$ cat config.mk
export PLATFORM = sky130hd
export DESIGN_NAME = core_wb_writeback
export DESIGN_NICKNAME = d
export VERILOG_FILES = /design/src/rtl/core_wb_writeback.sv
export SDC_FILE = /design/constraint.sdc
export NUM_CORES = 1
export LEC_CHECK = 0
export CORE_ASPECT_RATIO = 1.4
export CORE_UTILIZATION = 47
export DETAILED_ROUTE_END_ITERATION = 8
export PLACE_DENSITY = 0.69
export SYNTH_ARGS = -nofsm -noshare
export SYNTH_HDL_FRONTEND = slang
export SYNTH_SLANG_ARGS = --single-unit
export TNS_END_PERCENT = 1
$ cat constraint.sdc
create_clock -name clk -period 3.5 [get_ports clk]
set_input_delay 0.7 -clock clk [delete_from_list [all_inputs] [get_ports clk]]
set_output_delay 0.7 -clock clk [all_outputs]
set_load 0.05 [all_outputs]
$ cat src/rtl/core_wb_writeback.sv
// core_wb_writeback
// Write-back stage controller. ALU and LSU results enter a small in-order
// pending queue through valid/ready handshakes. The queue drains one
// register-file write per cycle. A forwarding lookup lets the ID stage see
// results that are queued but not yet written.

module core_wb_writeback #(
   parameter int FIFO_DEPTH = 4
) (
   input  logic                            clk,
   input  logic                            rst_n,

   input  logic                            alu_valid,
   output logic                            alu_ready,
   input  logic [4:0]                      alu_rd,
   input  logic [31:0]                     alu_data,

   input  logic                            lsu_valid,
   output logic                            lsu_ready,
   input  logic [4:0]                      lsu_rd,
   input  logic [31:0]                     lsu_data,

   output logic [4:0]                      write_addr,
   output logic [31:0]                     write_data,
   output logic                            write_en,

   input  logic [4:0]                      fwd_0_addr,
   output logic                            fwd_0_hit,
   output logic [31:0]                     fwd_0_data,
   input  logic [4:0]                      fwd_1_addr,
   output logic                            fwd_1_hit,
   output logic [31:0]                     fwd_1_data,

   output logic [$clog2(FIFO_DEPTH):0]     pending_count
);

   localparam int AW = $clog2(FIFO_DEPTH);
   localparam int CW = AW + 1;

   logic [AW-1:0] wr_ptr_q, wr_ptr_d;
   logic [AW-1:0] rd_ptr_q, rd_ptr_d;
   logic [CW-1:0] count_q,  count_d;

   logic [4:0]    mem_rd_q   [FIFO_DEPTH];
   logic [4:0]    mem_rd_d   [FIFO_DEPTH];
   logic [31:0]   mem_data_q [FIFO_DEPTH];
   logic [31:0]   mem_data_d [FIFO_DEPTH];

   logic          lsu_push;
   logic          alu_push;
   logic          pop;
   logic [AW-1:0] fwd_idx;

   // Readiness comes only from the registered occupancy. A same-cycle pop is
   // not credited, so there is never a path from valid to ready. The ALU
   // needs two free slots because it may arrive alongside an LSU result.
   assign lsu_ready = (count_q <= CW'(FIFO_DEPTH - 1));
   assign alu_ready = (count_q <= CW'(FIFO_DEPTH - 2));

   // Results targeting x0 finish the handshake but are discarded.
   assign lsu_push = lsu_valid && lsu_ready && (lsu_rd != 5'd0);
   assign alu_push = alu_valid && alu_ready && (alu_rd != 5'd0);
   assign pop      = (count_q != '0);

   // Write port, driven straight from the queue head.
   assign write_en      = pop;
   assign write_addr    = pop ? mem_rd_q[rd_ptr_q]   : 5'd0;
   assign write_data    = pop ? mem_data_q[rd_ptr_q] : 32'd0;
   assign pending_count = count_q;

   // Next-state for the queue: LSU enqueues first (older), then the ALU.
   always_comb begin
      // NOTE: every signal written here gets a default first, so no path
      // leaves it unassigned and no latch is inferred.
      mem_rd_d   = mem_rd_q;
      mem_data_d = mem_data_q;
      wr_ptr_d   = wr_ptr_q;
      // NOTE: blocking assignments inside always_comb let wr_ptr_d advance
      // between the two pushes; sequential blocks use non-blocking only.
      if (lsu_push) begin
         mem_rd_d[wr_ptr_d]   = lsu_rd;
         mem_data_d[wr_ptr_d] = lsu_data;
         wr_ptr_d             = wr_ptr_d + AW'(1);
      end
      if (alu_push) begin
         mem_rd_d[wr_ptr_d]   = alu_rd;
         mem_data_d[wr_ptr_d] = alu_data;
         wr_ptr_d             = wr_ptr_d + AW'(1);
      end
      rd_ptr_d = pop ? (rd_ptr_q + AW'(1)) : rd_ptr_q;
      count_d  = count_q + CW'(lsu_push) + CW'(alu_push) - CW'(pop);
   end

   // Forwarding: scan valid entries oldest to newest so the newest match
   // overwrites any older one. The head being written this cycle is included.
   always_comb begin
      fwd_0_hit  = 1'b0;
      fwd_0_data = 32'd0;
      fwd_1_hit  = 1'b0;
      fwd_1_data = 32'd0;
      fwd_idx    = '0;
      for (int i = 0; i < FIFO_DEPTH; i++) begin
         fwd_idx = rd_ptr_q + AW'(i);
         if (CW'(i) < count_q) begin
            if ((fwd_0_addr != 5'd0) && (mem_rd_q[fwd_idx] == fwd_0_addr)) begin
               fwd_0_hit  = 1'b1;
               fwd_0_data = mem_data_q[fwd_idx];
            end
            if ((fwd_1_addr != 5'd0) && (mem_rd_q[fwd_idx] == fwd_1_addr)) begin
               fwd_1_hit  = 1'b1;
               fwd_1_data = mem_data_q[fwd_idx];
            end
         end
      end
   end

   // Pointer and occupancy state; reset empties the queue immediately.
   always_ff @(posedge clk or negedge rst_n) begin
      if (!rst_n) begin
         wr_ptr_q <= '0;
         rd_ptr_q <= '0;
         count_q  <= '0;
      end else begin
         wr_ptr_q <= wr_ptr_d;
         rd_ptr_q <= rd_ptr_d;
         count_q  <= count_d;
      end
   end

   // Queue storage.
   // NOTE: storage is deliberately not reset; entries are only ever read
   // when the count marks them valid, so stale contents are never visible.
   always_ff @(posedge clk) begin
      mem_rd_q   <= mem_rd_d;
      mem_data_q <= mem_data_d;
   end

endmodule

==> results_dict.tcl, run 1 <==
set metrics [dict create \
    wirelength_um 47300 \
    min_period_over_period 1.15 \
    grt_pass1_vias 13458 \
    die_w_um 141 \
    syn_inst 1612 \
    syn_avg_cell_area_um2 7.87 \
    r2r-end "pending_count[1]$_DFF_PN0_" \
    seqCellArea_um2 3150 \
    die_area_um2 27700 \
    maxCapViolCount 0 \
    start_util 0.483 \
    critPathLaunchType "flip-flop" \
    period_needed_ns 4.02 \
    synthArstFlopShare 0.0452 \
    pin_count 197 \
    dpl.hpwl_um 32100 \
    ys.flop_type "dfxtp_1" \
    drt_iter0_markers 1112 \
    skew_ns 0.00541 \
    route.detailed.drc 0 \
    clk_pin_slew_ns 0.07 \
    n_fill_cell 2055 \
    synth.cell_area_um2 12700 \
    dpl_cell_area_um2 16600 \
    cp.arrival_ns 3.32 \
    r2r_cells 7 \
    postCtsHoldBufs 0 \
    die_y_um 196 \
    endpoint "fwd_1_data[7]" \
    synth_cell_type_count 53 \
    yosys.area.top_type "mux2i_1" \
    r2r_slack_ns 1.17 \
    tightest_slew_ns 0.514 \
    cts_tree "yes" \
    crit_required_ns 2.80 \
    fmax_mhz 249 \
    via_per_inst 6.30 \
    cts_root_buf "clkbuf_16" \
    r2r-start "pending_count[2]$_DFF_PN0_" \
    overflow 0 \
    wl_per_cell_um 21.9 \
    dr.pass1.iters 6 \
    setup_ws_ns -0.523 \
    cts.path.max_buffers 2 \
    synth-seq-cells 155 \
    antenna_left 0 \
    violations "setup timing" \
    grt_max_degree 73 \
    multiInputGateArea_um2 9490 \
    numClockSinks 155 \
    yosysWarnings 0 \
    max_slew_margin 0.657 \
    syn_to_final_growth_pct 42.1 \
    setup-violations-final 73 \
    grt_pass1_wl_um 73500 \
    synth_nets 1713 \
    synth_top_area_frac 0.241 \
    outcome "finished, violations left" \
    rsz0062_at_grt "true" \
    insertion_delay_ns 0.44 \
    antenna_found_initial 4 \
    rows 70 \
    hold_violations 0 \
    whs_ns 0.523 \
    critPathKind "flip-flop to output pin" \
    cp-end-kind "output pin" \
    place_congestion 0.941 \
    yosysSeqAreaShare 0.247 \
    drive_gt1_frac 0.254 \
    final_util 0.686 \
    vias 13637 \
    startpoint "rd_ptr_q[0]$_DFFE_PN0N_" \
    htree_num_levels 4 \
    finish.net_count 1924 \
    grt_usage 0.342 \
    finish.instance_area_um2 18000 \
    place.port_buffers 196 \
    hold_path_class "input port to async pin" \
    cp_max_fo 31 \
    cts_buffers 17 \
    core_um2 26300 \
    synth_edf_count 0 \
    synth_top_cells_by_area "mux2i_1, dfxtp_1, a21oi_1" \
    drv_slew 0 \
]
==> flip-flops by register name (all words and copies together), names as in the netlist <==
register,cells
mem_data_q,128
mem_rd_q,20
pending_count,3
rd_ptr_q,2
wr_ptr_q,2
==> layout by cell type, fill, tap and decap left out, types with 6 or more instances in the layout <==
cell type and instances:
clkdlybuf4s50_1 94, nand4_1 11, mux4_2 15, buf_6 20, xor2_1 6, o21ai_1 10
dfxtp_1 148, o21ai_2 15, nand3_1 26, nor2b_1 6, nor3_1 66, a311oi_2 23
inv_1 16, mux2_2 35, buf_12 106, mux2i_2 18, buf_4 121, nand2_1 110
o21ai_0 65, nor3_2 7, a311oi_1 7, mux2i_1 287, nor2_1 187, xnor2_1 37
a31oi_1 30, clkbuf_16 18, o221ai_2 31, ha_1 11, a21oi_1 187, nand2_2 8
and2_1 34
==> layer usage <==
metal	part of all wire	up-vias	GRT usage	wire length [um]
met5	0	-	0	0
met4	0.058	0	0.206	2760
met3	0.079	222	0.0593	3760
met2	0.49	748	0.597	23000
met1	0.38	6390	0.390	17800
li1	-	6277	-	-
==> cell type report <==
type	instances	share of cell area
antenna	4	0.000555
clock buffer	20	0.0253
clock inverter	12	0.00646
inverter	17	0.00368
multi-input combinational	1285	0.526
sequential	155	0.175
tap	324	0.0225
timing repair buffer	347	0.241
==> kinds of logic after synthesis <==
kind of cell	share of synthesized area
AND/OR/NAND/NOR	0.163
adder cells (fa/ha/maj)	0.0140
XOR/XNOR	0.0318
AO/OA/AOI/OAI	0.184
buffers and inverters	0.0579
flip-flops	0.247
multiplexers	0.301
==> Yosys cell counts (4+ instances only) <==
cell type	count
inv_1	16
nor2_1	189
o21ai_1	24
mux2_2	35
o21ai_0	66
o221ai_1	31
or2_1	4
mux4_2	15
xor2_1	6
nand3_1	28
nor2b_1	6
a211o_1	4
xnor2_1	40
and2_1	34
o22ai_1	8
mux2i_1	305
dfrtp_1	7
buf_6	4
nand2_1	118
a311oi_1	31
a21oi_1	189
buf_2	28
buf_1	18
clkbuf_1	102
a31oi_1	34
nand4_1	11
dfxtp_1	148
ha_1	11
nor3_1	73
==> through the flow <==
step	setup WS (ns)	TNS (ns)	instances
6_report	-0.523	-26.98	2164
5_1_grt	-0.592	-33.06	2164
4_1_cts	-0.441	-25.41	2157
3_5_place_dp	-0.268	-12.43	2105
3_3_place_gp	-0.281	-10.50	2105
2_1_floorplan	-0.233	-10.12	1612
==> repair_timing <==
item / 4_1_cts / 5_1_grt
resized for setup: 60 / 55
buffers inserted: 18 / 2
setup endpoints to repair: 66 / 82
cloned: 2 / 1
pin swaps: 33 / 6
==> worst min path at each step <==
stage / endpoint / slack, ns / cells past startpoint
floorplan: pending_count[0]$_DFF_PN0_ / 0.40 / 0
global route: pending_count[0]$_DFF_PN0_ / 0.53 / 1
detailed placement: mem_data_q[116]$_DFF_P_ / 0.55 / 2
global placement: mem_data_q[100]$_DFF_P_ / 0.54 / 2
CTS: pending_count[0]$_DFF_PN0_ / 0.53 / 1
finish: pending_count[0]$_DFF_PN0_ / 0.52 / 1
==> critical path, cell delays in order (launching register included) <==
cell and delay (ns):
dfrtp_4 0.51, buf_8 0.17, buf_4 0.12, mux4_2 0.57, xnor2_2 0.18, nand3_2 0.13
or2_4 0.29, buf_12 0.20, a311oi_1 0.39, o21ai_2 0.13, buf_12 0.17
Power of run 1 is left out: the tool's default activity adds up to more than one toggle a clock period on the data nets, which glitch-free logic cannot reach.
==> run 2, diff against run 1 <==
--- a/config.mk
+++ b/config.mk
@@ -5,10 +5,11 @@
 export SDC_FILE = /design/constraint.sdc
 export NUM_CORES = 1
 export LEC_CHECK = 0
+export ABC_AREA = 1
 export CORE_ASPECT_RATIO = 1.4
 export CORE_UTILIZATION = 47
 export DETAILED_ROUTE_END_ITERATION = 8
-export PLACE_DENSITY = 0.69
+export PLACE_DENSITY = 0.68
 export SYNTH_ARGS = -nofsm -noshare
 export SYNTH_HDL_FRONTEND = slang
 export SYNTH_SLANG_ARGS = --single-unit
==> results_dict.tcl, run 2 <==
set metrics [dict create \
    outcome "finished, violations left" \
    violations "setup timing" \
    yosysSeqAreaShare 0.227 \
    grt_max_degree 129 \
    rows 73 \
    cts_buffers 17 \
    n_fill_cell 2785 \
    period_needed_ns 3.53 \
    insertion_delay_ns 0.44 \
    yosys-top-cells-count "nand2_1, nor2_1, o21ai_0" \
    whs_endpoint "mem_rd_q[11]$_DFF_P_" \
    synth_top_area_frac 0.220 \
    pin_count 197 \
    via_per_inst 5.84 \
    start_util 0.483 \
    finish.net_count 2741 \
    grt_usage 0.366 \
    overflow 0 \
    cp.arrival_ns 2.83 \
    synth.cell_area_um2 13800 \
    core_um2 28600 \
    final_common_cell "nand2_1" \
    max_slew_margin 0.536 \
    r2r_cells 10 \
    grt_pass1_vias 15709 \
    synth_top_cells_by_area "nand2_1, dfxtp_1, o21ai_0" \
    largest_reg_flops 128 \
    numClockSinks 155 \
    cp_max_fo 34 \
    r2r_slack_ns 0.98 \
    htree_num_levels 4 \
    drv_slew 0 \
    cts.path.max_buffers 2 \
    synth_edf_count 0 \
    cts_root_buf "clkbuf_16" \
    synth-seq-cells 155 \
    cp-end-kind "output pin" \
    yosysWarnings 0 \
    synth_cell_type_count 30 \
    rsz0062_at_grt "true" \
    dr.pass1.iters 8 \
    vias 17687 \
    holdCritStartpoint "mem_rd_q[11]$_DFF_P_" \
    place.port_buffers 196 \
    fmax_mhz 283 \
    wirelength_um 58400 \
    skew_ns 0.00656 \
    clk_pin_slew_ns 0.06 \
    drive_gt1_frac 0.120 \
    fin_tns_setup_ns -0.205 \
    setup-violations-final 19 \
    layout_common_cells "nand2_1, nor2_1, o21ai_0" \
    wl_per_cell_um 19.3 \
    die_w_um 147 \
    antenna_found_initial 5 \
    dpl.hpwl_um 37600 \
    whs_ns 0.492 \
    multiInputGateArea_um2 9230 \
    die_y_um 205 \
    synth_nets 2625 \
    r2r-start "pending_count[1]$_DFF_PN0_" \
    crit_required_ns 2.80 \
    seqCellArea_um2 3150 \
    grt_pass1_wl_um 86000 \
    synth.most_common_cell "nand2_1" \
    yosys.area.top_type "nand2_1" \
    maxCapViolCount 0 \
    setup_ws_ns -0.0348 \
    route.detailed.drc 0 \
    syn_to_final_growth_pct 28.7 \
    place_congestion 1.04 \
    critPathLaunchType "flip-flop" \
    ys.flop_type "dfxtp_1" \
    r2r-end "mem_data_q[11]$_DFF_P_" \
    postCtsHoldBufs 0 \
    hold_violations 0 \
    antenna_left 0 \
    die_area_um2 30100 \
    synthArstFlopShare 0.0452 \
    syn_inst 2524 \
    min_period_over_period 1.01 \
    tightest_slew_ns 0.696 \
    top_register "mem_data_q" \
    syn_avg_cell_area_um2 5.47 \
    drt_iter0_markers 1596 \
    startpoint "rd_ptr_q[1]$_DFFE_PN0N_" \
    hold-path-cell-count 2 \
    critPathKind "flip-flop to output pin" \
    cts_tree "yes" \
    hold_path_class "flip-flop to flip-flop" \
]
[run 2: worst max path at each step]
| stage | end | slack [ns] | cells after the start |
|---|---|---|---|
| after floorplan | pending_count[1]$_DFF_PN0_ | 0.04 | 6 |
| after global placement | fwd_0_data[5] | 0.05 | 15 |
| after detailed placement | fwd_0_data[26] | 0.06 | 15 |
| after CTS | fwd_0_data[13] | -0.02 | 17 |
| after global routing | fwd_0_data[6] | -0.14 | 15 |
| final | fwd_1_data[3] | -0.03 | 13 |
[run 2: layer usage]
metal  routed length, um  global-route usage
met1               23100               0.468
met2               26500               0.600
met3                6490              0.0704
met4                2240               0.151
met5                  44                   0
[run 2: critical path, cell delays in order, from the launching register on]
cell     delay (ns)
dfrtp_4        0.52
buf_12         0.16
buf_16         0.19
nand3_1        0.13
nand2_2        0.09
xor2_1         0.16
nor2_2         0.19
nand3_4        0.19
buf_12         0.22
nor2_1         0.15
nor2_1         0.06
nand2_1        0.07
nand2_1        0.07
buf_6          0.15
[run 2: timing repair]
action | in CTS | in global routing
setup endpoints to repair | 66 | 68
gates resized for setup | 52 | 136
cloned | 5 | 8
pin swaps | 8 | 29
setup buffers | 15 | 0
[run 2: through the flow]
stage | instance area (um2) | utilization | std cells | worst slack [ns]
floorplan | 13800 | - | 2524 | 0.0402
global placement | 16200 | 0.565 | 2968 | 0.0511
detailed placement | 16200 | 0.565 | 2968 | 0.0624
CTS | 17200 | 0.601 | 3019 | -0.0206
global route | 17800 | 0.621 | 3028 | -0.141
finish | 17800 | 0.621 | 3029 | -0.0348
[run 2: area by class of cell]
cell class	count	share of cell area
diodes	2	0.000282
inverters	216	0.0460
flip-flops and latches	155	0.177
well taps	375	0.0264
clock buffers	20	0.0246
repair buffers	295	0.200
clock inverters	11	0.00557
multi-input cells	1955	0.520
[run 2: cells by family after synthesis]
family	Yosys count	synth area share
buffers and inverters	414	0.127
and+or+nand+nor	1431	0.424
AOI/OAI and AO/OA	501	0.202
xor gates and xnor gates	10	0.00635
DFF	155	0.227
adders and majority gates	13	0.0129
Power of run 2 is left out for the same reason.
==> run 3, diff against run 2 <==
--- a/config.mk
+++ b/config.mk
@@ -10,6 +10,7 @@
 export CORE_UTILIZATION = 47
 export DETAILED_ROUTE_END_ITERATION = 8
 export PLACE_DENSITY = 0.68
+export SLEW_MARGIN = 10
 export SYNTH_ARGS = -nofsm -noshare
 export SYNTH_HDL_FRONTEND = slang
 export SYNTH_SLANG_ARGS = --single-unit
==> results of run 3 <==
Same layout as run 2: the final DEF is identical, and so are final timing and power.
Power of run 3 is left out for the same reason.
